**config.mk**
```make
export PLATFORM = sky130hd
export DESIGN_NAME = fetch_stage
export DESIGN_NICKNAME = d
export VERILOG_FILES = /design/src/rtl/cpu_pkg.sv /design/src/rtl/fetch_skid_buf.sv /design/src/rtl/fetch_stage.sv
export SDC_FILE = /design/constraint.sdc
export NUM_CORES = 1
export LEC_CHECK = 0
export ABC_AREA = 1
export BUFFER_PORTS_ARGS = -buffer_cell sky130_fd_sc_hd__buf_4
export CAP_MARGIN = 0
export CORE_ASPECT_RATIO = 2
export CORE_MARGIN = 2
export CORE_UTILIZATION = 40
export CTS_CLUSTER_DIAMETER = 50
export DETAILED_ROUTE_END_ITERATION = 10
export PLACE_DENSITY = 0.78
export SLEW_MARGIN = 15
export SYNTH_ARGS = -nofsm -noshare
export SYNTH_HDL_FRONTEND = slang
export SYNTH_SLANG_ARGS = --single-unit
```
**constraint.sdc**
```tcl
create_clock -name clk -period 1.9 [get_ports clk]
set_clock_uncertainty 0.05 [all_clocks]
set_input_delay 0.38 -clock clk [delete_from_list [all_inputs] [get_ports clk]]
set_output_delay 0.38 -clock clk [all_outputs]
set_load 0.01 [all_outputs]
```
**src/rtl/cpu_pkg.sv**
```systemverilog
// Shared definitions for the 16-bit pipelined core: widths, special opcodes and
// the fetch-stage state encoding.
package cpu_pkg;

    localparam int          PC_W      = 16;
    localparam logic [3:0]  OP_HLT    = 4'hF;
    localparam logic [15:0] NOP_INSTR = 16'h0000;

    typedef enum logic [1:0] {
        ISSUE  = 2'd0,
        WAIT   = 2'd1,
        HALTED = 2'd2
    } fetch_state_t;

endpackage

```
**src/rtl/fetch_skid_buf.sv**
```systemverilog
// One-entry skid buffer that parks an instruction response which arrived while
// fetch was stalled. Only instantiated when FETCH_SKID_EN is defined.
module fetch_skid_buf
    import cpu_pkg::*;
(
    input  logic        clk_i,
    input  logic        rst_ni,
    input  logic        load_i,
    input  logic        clear_i,
    input  logic [15:0] data_i,
    output logic        valid_o,
    output logic [15:0] data_o
);

    logic        valid_q, valid_d;
    logic [15:0] data_q, data_d;

    // A clear (redirect or drain) always beats a load.
    always_comb begin
        valid_d = valid_q;
        data_d  = data_q;
        if (clear_i) begin
            valid_d = 1'b0;
        end else if (load_i) begin
            valid_d = 1'b1;
            data_d  = data_i;
        end
    end

    always_ff @(posedge clk_i or negedge rst_ni) begin
        if (!rst_ni) begin
            valid_q <= 1'b0;
            data_q  <= NOP_INSTR;
        end else begin
            valid_q <= valid_d;
            data_q  <= data_d;
        end
    end

    assign valid_o = valid_q;
    assign data_o  = data_q;

endmodule

```
**src/rtl/fetch_stage.sv**
```systemverilog
// Instruction-fetch stage: owns the PC, requests instruction memory and writes IF/ID.
// Define FETCH_SKID_EN to buffer responses that arrive under stall instead of refetching.
module fetch_stage
    import cpu_pkg::*;
#(
    parameter logic [PC_W-1:0] RESET_PC = 16'h0000,
    parameter logic [PC_W-1:0] PC_STEP  = 16'd2
) (
    input  logic            clk,
    input  logic            rst,
    input  logic            stall,
    input  logic            branch_taken,
    input  logic [PC_W-1:0] branch_target,
    output logic            imem_req,
    output logic [PC_W-1:0] imem_addr,
    input  logic            imem_valid,
    input  logic [15:0]     imem_rdata,
    output logic [15:0]     if_id_instr,
    output logic [PC_W-1:0] if_id_pc_plus2,
    output logic            if_id_valid,
    output logic [PC_W-1:0] pc,
    output logic            halted
);

    fetch_state_t    state_q, state_d;
    logic [PC_W-1:0] pc_q, pc_d, pc_plus2_q, pc_plus2_d, pc_next, req_addr;
    logic [15:0]     instr_q, instr_d, deliver_instr;
    logic            valid_q, valid_d, discard_q, discard_d, req, deliver;

`ifdef FETCH_SKID_EN
    logic        skid_valid, skid_load, skid_clear;
    logic [15:0] skid_data;

    fetch_skid_buf u_skid (
        .clk_i   (clk),
        .rst_ni  (rst),
        .load_i  (skid_load),
        .clear_i (skid_clear),
        .data_i  (imem_rdata),
        .valid_o (skid_valid),
        .data_o  (skid_data)
    );
`endif

    assign pc_next = pc_q + PC_STEP;

    // Priority: redirect, then stall, then normal issue/accept. A delivered
    // instruction (from memory or the skid buffer) chains the next request
    // in the same cycle unless it is HLT.
    always_comb begin
        state_d       = state_q;
        pc_d          = pc_q;
        instr_d       = instr_q;
        pc_plus2_d    = pc_plus2_q;
        valid_d       = valid_q;
        discard_d     = discard_q;
        req           = 1'b0;
        req_addr      = pc_q;
        deliver       = 1'b0;
        deliver_instr = imem_rdata;
`ifdef FETCH_SKID_EN
        skid_load     = 1'b0;
        skid_clear    = 1'b0;
`endif
        if (branch_taken) begin
            pc_d      = branch_target;
            instr_d   = NOP_INSTR;
            valid_d   = 1'b0;
            state_d   = ISSUE;
            discard_d = (state_q == WAIT || discard_q) && !imem_valid;
`ifdef FETCH_SKID_EN
            skid_clear = 1'b1;
`endif
        end else if (stall) begin
            if (state_q == WAIT && imem_valid) begin
                state_d = ISSUE;
`ifdef FETCH_SKID_EN
                skid_load = 1'b1;
`endif
            end else if (state_q == ISSUE && discard_q && imem_valid) begin
                discard_d = 1'b0;
            end
        end else begin
            valid_d = 1'b0;
            case (state_q)
                ISSUE: begin
`ifdef FETCH_SKID_EN
                    if (skid_valid) begin
                        deliver       = 1'b1;
                        deliver_instr = skid_data;
                        skid_clear    = 1'b1;
                    end else
`endif
                    if (discard_q) begin
                        if (imem_valid) discard_d = 1'b0;
                    end else begin
                        req     = 1'b1;
                        state_d = WAIT;
                    end
                end
                WAIT:    if (imem_valid) deliver = 1'b1;
                default: ;
            endcase
            if (deliver) begin
                instr_d    = deliver_instr;
                pc_plus2_d = pc_next;
                valid_d    = 1'b1;
                pc_d       = pc_next;
                if (deliver_instr[15:12] == OP_HLT) begin
                    state_d = HALTED;
                end else begin
                    req      = 1'b1;
                    req_addr = pc_next;
                    state_d  = WAIT;
                end
            end
        end
    end

    always_ff @(posedge clk or negedge rst) begin
        if (!rst) begin
            state_q    <= ISSUE;
            pc_q       <= RESET_PC;
            instr_q    <= NOP_INSTR;
            pc_plus2_q <= '0;
            valid_q    <= 1'b0;
            discard_q  <= 1'b0;
        end else begin
            state_q    <= state_d;
            pc_q       <= pc_d;
            instr_q    <= instr_d;
            pc_plus2_q <= pc_plus2_d;
            valid_q    <= valid_d;
            discard_q  <= discard_d;
        end
    end

    // The request strobe is gated so nothing is issued while reset is held.
    assign imem_req       = rst & req;
    assign imem_addr      = req_addr;
    assign if_id_instr    = instr_q;
    assign if_id_pc_plus2 = pc_plus2_q;
    assign if_id_valid    = valid_q;
    assign pc             = pc_q;
    assign halted         = (state_q == HALTED);

endmodule

```
# After elaboration in Yosys (flattened, before gate mapping)
# Index checks and enable logic that the tools add are counted.
[op_classes]
add_sub_neg = 1
n_eq_ne = 8
n_mux = 37
bitwise = 3
n_reduce_logical = 14
[op_table]
columns = ["op", "n"]
rows = [
  ["2-to-1 mux 16 bit", 10],
  ["2-to-1 mux 1 bit", 20],
  ["adder 16 x 2 -> 16 bit (second input constant)", 1],
  ["2-to-1 mux 2 bit", 7],
  ["AND reduction 3 bit", 3],
  ["!= test 3 x 1 -> 1 bit (second input constant)", 2],
  ["equality test 4 bit (second input constant)", 1],
  ["logical AND 1 bit", 4],
  ["!= test 4 x 3 -> 1 bit (second input constant)", 1],
  ["nonzero test 4 bit", 1],
  ["!= test 3 bit (second input constant)", 1],
  ["nonzero test 3 bit", 1],
  ["equality test 2 x 1 -> 1 bit (second input constant)", 1],
  ["equality test 2 bit (second input constant)", 1],
  ["zero test 2 bit", 1],
  ["!= test 2 x 1 -> 1 bit (second input constant)", 1],
  ["inverter 1 bit", 2],
  ["AND reduction 2 bit", 1],
  ["nonzero test 2 bit", 1],
  ["bitwise AND 1 bit", 1],
  ["zero test 1 bit", 1],
  ["logical OR 1 bit", 1],
]
[totals]
register_bits = 52
out_inout_bits = 67
word_cells = 69

# Longest topological paths before layout
[depth]
word_depth = 8
ltp_mapped = 9

# Worst setup path after synthesis
# Ideal clock, no wire load.
[synth_timing]
kind = "reg-to-output"
start = "reg pc_q[2], in the netlist pc[2]"
end = "out imem_addr[11]"
arrival_time_ns = 1.306
required_time_ns = 1.470
slack_ns = 0.164
path_stages_with_launch = 8
path_buffers = 0
path_cell_list = "dfrtp_1 ha_1 nand2_2 nor2_4 nand2_1 xor2_1 nand2_1 nand2_1"
[synth_between]
elab_chain_len = 5
[synth_lines]
columns = ["item", "line_no", "rtl"]
rows = [
  ["start: declaration", "fetch_stage.sv:26", "logic [PC_W-1:0] pc_q, pc_d, pc_plus2_q, pc_plus2_d, pc_next, req_addr;"],
  ["start signal: assignment", "fetch_stage.sv:130", "pc_q <= pc_d;"],
  ["adder 16 x 2 -> 16 bit", "fetch_stage.sv:45", "assign pc_next = pc_q + PC_STEP;"],
  ["2-to-1 mux 16 bit", "fetch_stage.sv:109", "if (deliver_instr[15:12] == OP_HLT) begin"],
  ["2-to-1 mux 16 bit", "fetch_stage.sv:104", "if (deliver) begin"],
  ["2-to-1 mux 16 bit", "fetch_stage.sv:74", "end else if (stall) begin"],
  ["2-to-1 mux 16 bit", "fetch_stage.sv:65", "if (branch_taken) begin"],
  ["end: declaration", "fetch_stage.sv:15", "output logic [PC_W-1:0] imem_addr,"],
]
# No other way between the ends.

# Final worst setup path
[layout_timing]
start = "reg pc_q[1], in the netlist pc[1]"
end = "out imem_addr[7]"
# Same word-level chain as after synthesis.

==> impl_metrics.csv <==
group,metric,value,unit
route,via_per_inst,5.257,
finish,multi_input_area,1336,um^2
power_and_ir_drop,p_leak,2.227,nW
critical_path,worst-setup-path-type,"register to primary output",
die,start_util,0.4158,
die,fp.dieW,61.27,um
synthesis,yosys-top-cells-count,"123 x nand2_1, 52 x dfrtp_1, 19 x inv_1",
route,ant_nets,0,
clock_network,postCtsHoldBufs,0,
clock_network,clock_latency,0.31,ns
place,hpwlAfterDp,6079,um
critical_path,cp-start-kind,"register",
sta,setup_viol,16,
sta,rsz0062_at_grt,"yes",
global_routing,overflow,0,
critical_path,crit_end,"imem_addr[7]",
place,dp_cells,505,
critical_path,worstPathArrival,1.70,ns
status,outcome,"finished, violations left",
synthesis,synthFlopType,"dfrtp_1",
critical_path,r2r_cells,9,
die,ios,104,
synthesis,ys_seq_area_frac,0.4959,
critical_path,critPathMaxStageDelay,0.47,ns
global_routing,grt_pass1_wl,14150,um
die,dieArea,7263,um^2
sta,final-hold-violation-count,0,
sta,period_share,1.119,
synthesis,synth_top_cell_by_area,"dfrtp_1",
place,io_buffer_count,103,
route,wl_per_cell,17.01,um
critical_path,crit_path_top_delay_cell,"dfrtp_2",
sta,max_slew_margin,0.5540,
critical_path,reg2reg_slack,0.23,ns
route,drcViolationCount,0,
critical_path,cp_top_family,"flip-flops",
synthesis,synth_area,2624,um^2
finish,drive_above_1_share,0.4847,
route,vias,2860,
sta,drv_slew,0,
finish,fillers,484,
critical_path,crit_fanout,4,
clock_network,cts_tree,"done",
clock_network,clockBufferDepth,2,
synthesis,synth_area_leaders,"dfrtp_1 50%, nand2_1 18%, a22o_1 4.7%, inv_1 2.7%, xor2_1 2.7%",
synthesis,synth.top_cell.area_share,0.4959,
finish,layout.cells.non_filler,544,
synthesis,syn_area_per_cell,8.383,um^2
sta,max_clock_freq,470.3,MHz
job,maxCapViolCount,0,
status,violations,"setup timing",
die,coreArea,6310,um^2
die,die_height,118.5,um
clock_network,cts.sinks,52,
place,pre_cts_slack,0.01277,ns
die,row_count,41,
synthesis,ys_warn_count,0,
synthesis,async_reset_ff_frac,1.000,
sta,finalCriticalPeriod,2.126,ns
critical_path,worstPathCellList,"ha_4 -> nand2_4 -> nor2_4 -> buf_6 -> xor2_2 -> nand2_1 -> nand2_1 -> buf_6",
global_routing,grt_pass1_vias,2937,
critical_path,worstSetupStartpoint,"pc[1]",
power_and_ir_drop,p_per_area,891.1,nW/um^2
critical_path,worst_setup_path_end_kind,"primary output",
global_routing,grt_max_degree,53,
finish,nets,495,
clock_network,cts_buffers,5,
sta,final.setup.worst_slack,-0.2265,ns
power_and_ir_drop,ir_worst_vdd,0.8547,mV
synthesis,synthesis.nets,351,
finish,num_antenna_cells,0,
sta,tightest_slew,0.6691,ns
clock_network,clock-root-buffer,"clkbuf_16",
route,drt_iter0_drc,120,
sta,setup_tns,-2.689,ns
place,place_congestion,0.9729,
critical_path,cp.depth,8,
critical_path,rr_endpoint,"pc[7]",
synthesis,synth_cell_type_count,30,
finish,area_delta_synth_final,59.89,%
power_and_ir_drop,power,0.003738,W
min_path,min_path_type,"input pin to async pin",
synthesis,synth_edf_count,0,
critical_path,r2r_start,"pc[1]",
critical_path,required,1.47,ns
synthesis,yosysMostFrequentCell,"nand2_1",
synthesis,yosys_register_bits,52,
clock_network,clk_pin_slew,0.07,ns
global_routing,grt_usage,0.2607,
critical_path,critical_path_buf_inv_count,2,
finish,area.sequential,1313,um^2
clock_network,htree_levels,2,
global_routing,antenna_found_initial,0,
route,routed_wl,9251,um
synthesis,postSynthCellCount,313,
route,drt-pass1-iter-count,4,
==> area by class of cell <==
type | count | area share
inverter | 25 | 0.02475
multi-input combinational | 223 | 0.3185
timing repair inverter | 1 | 0.002684
timing repair buffer | 149 | 0.2747
sequential | 52 | 0.3129
tap | 86 | 0.02565
clock inverter | 3 | 0.01103
clock buffer | 5 | 0.02982
==> sequential cells by signal, indices dropped and copies added, names as in the netlist <==
| register | count |
|---|---|
| state_q | 2 |
| discard_q | 1 |
| pc | 16 |
| if_id_pc_plus2 | 16 |
| if_id_instr | 16 |
| if_id_valid | 1 |
==> report_power, final <==
part | total, W | switching (W) | internal [W]
Sequential | 0.00148 | 0.000172 | 0.00131
Combinational | 0.00119 | 0.000596 | 0.000595
Clock | 0.00107 | 0.000442 | 0.000627
Total | 0.00374 | 0.00121 | 0.00253
==> cell families (layout without fill, tap and decap cells) <==
family,count (synthesis),in the layout,synth area share
AO/OA/AOI/OAI,39,39,0.1063
XOR/XNOR,8,8,0.02671
adder cells (fa/ha/maj),1,1,0.004768
buffers and inverters,38,183,0.06581
flip-flops,52,52,0.4959
AND/OR/NAND/NOR,175,175,0.3004
==> what timing repair did <==
action                     in CTS  in global routing
setup buffers                  22                  9
gates resized for setup        41                 27
setup endpoints to repair      16                 16
pin swaps                      17                 15
cloned                          1                  0
==> cell usage in the layout (no fill, tap or decap), types with 6 or more instances in the layout <==
master / synthesis / layout
a21oi_1: 6 / 6
nand3_1: 11 / 10
buf_6: 0 / 9
dfrtp_2: 0 / 9
dfrtp_1: 52 / 43
nor2_4: 3 / 7
nand2_2: 3 / 12
inv_1: 19 / 18
nand4_1: 6 / 6
a22o_1: 14 / 14
nor2_1: 16 / 12
buf_4: 6 / 140
nand2_1: 123 / 112
==> layer usage <==
metal  track usage  vias up  part of all wire
met4        0.1359        0             0.060
met2        0.4309      157              0.54
met3       0.06018       45             0.066
li1              -     1293                 -
met1        0.2968     1365              0.33
met5             0        -                 0
==> worst register-to-register path: stages, from the launching register on <==
cell and delay [ns]:
dfrtp_2 0.47, ha_4 0.20, nand2_4 0.10, nor2_4 0.06, buf_6 0.12, xor2_2 0.16
buf_4 0.13, buf_4 0.12, nand2_1 0.07, nand3_1 0.06
==> per-stage QoR <==
step,hold slack [ns],area [um^2],util
after floorplan,0.03441,2624,-
after global placement,0.4104,3546,0.5620
after detailed placement,0.4184,3546,0.5620
after CTS,0.1803,4034,0.6393
after global routing,0.2091,4195,0.6649
final,0.1528,4195,0.6649
==> worst min path at each step <==
stage | from | endpoint | depth (start not counted)
6_report | rst | state_q[0] | 2
3_3_place_gp | if_id_instr[15] | if_id_instr[15] | 2
3_5_place_dp | if_id_pc_plus2[1] | if_id_pc_plus2[1] | 2
4_1_cts | rst | state_q[0] | 2
5_1_grt | rst | state_q[0] | 2
2_1_floorplan | rst | discard_q | 0
Note: power is estimated with default switching activity, not from simulation.
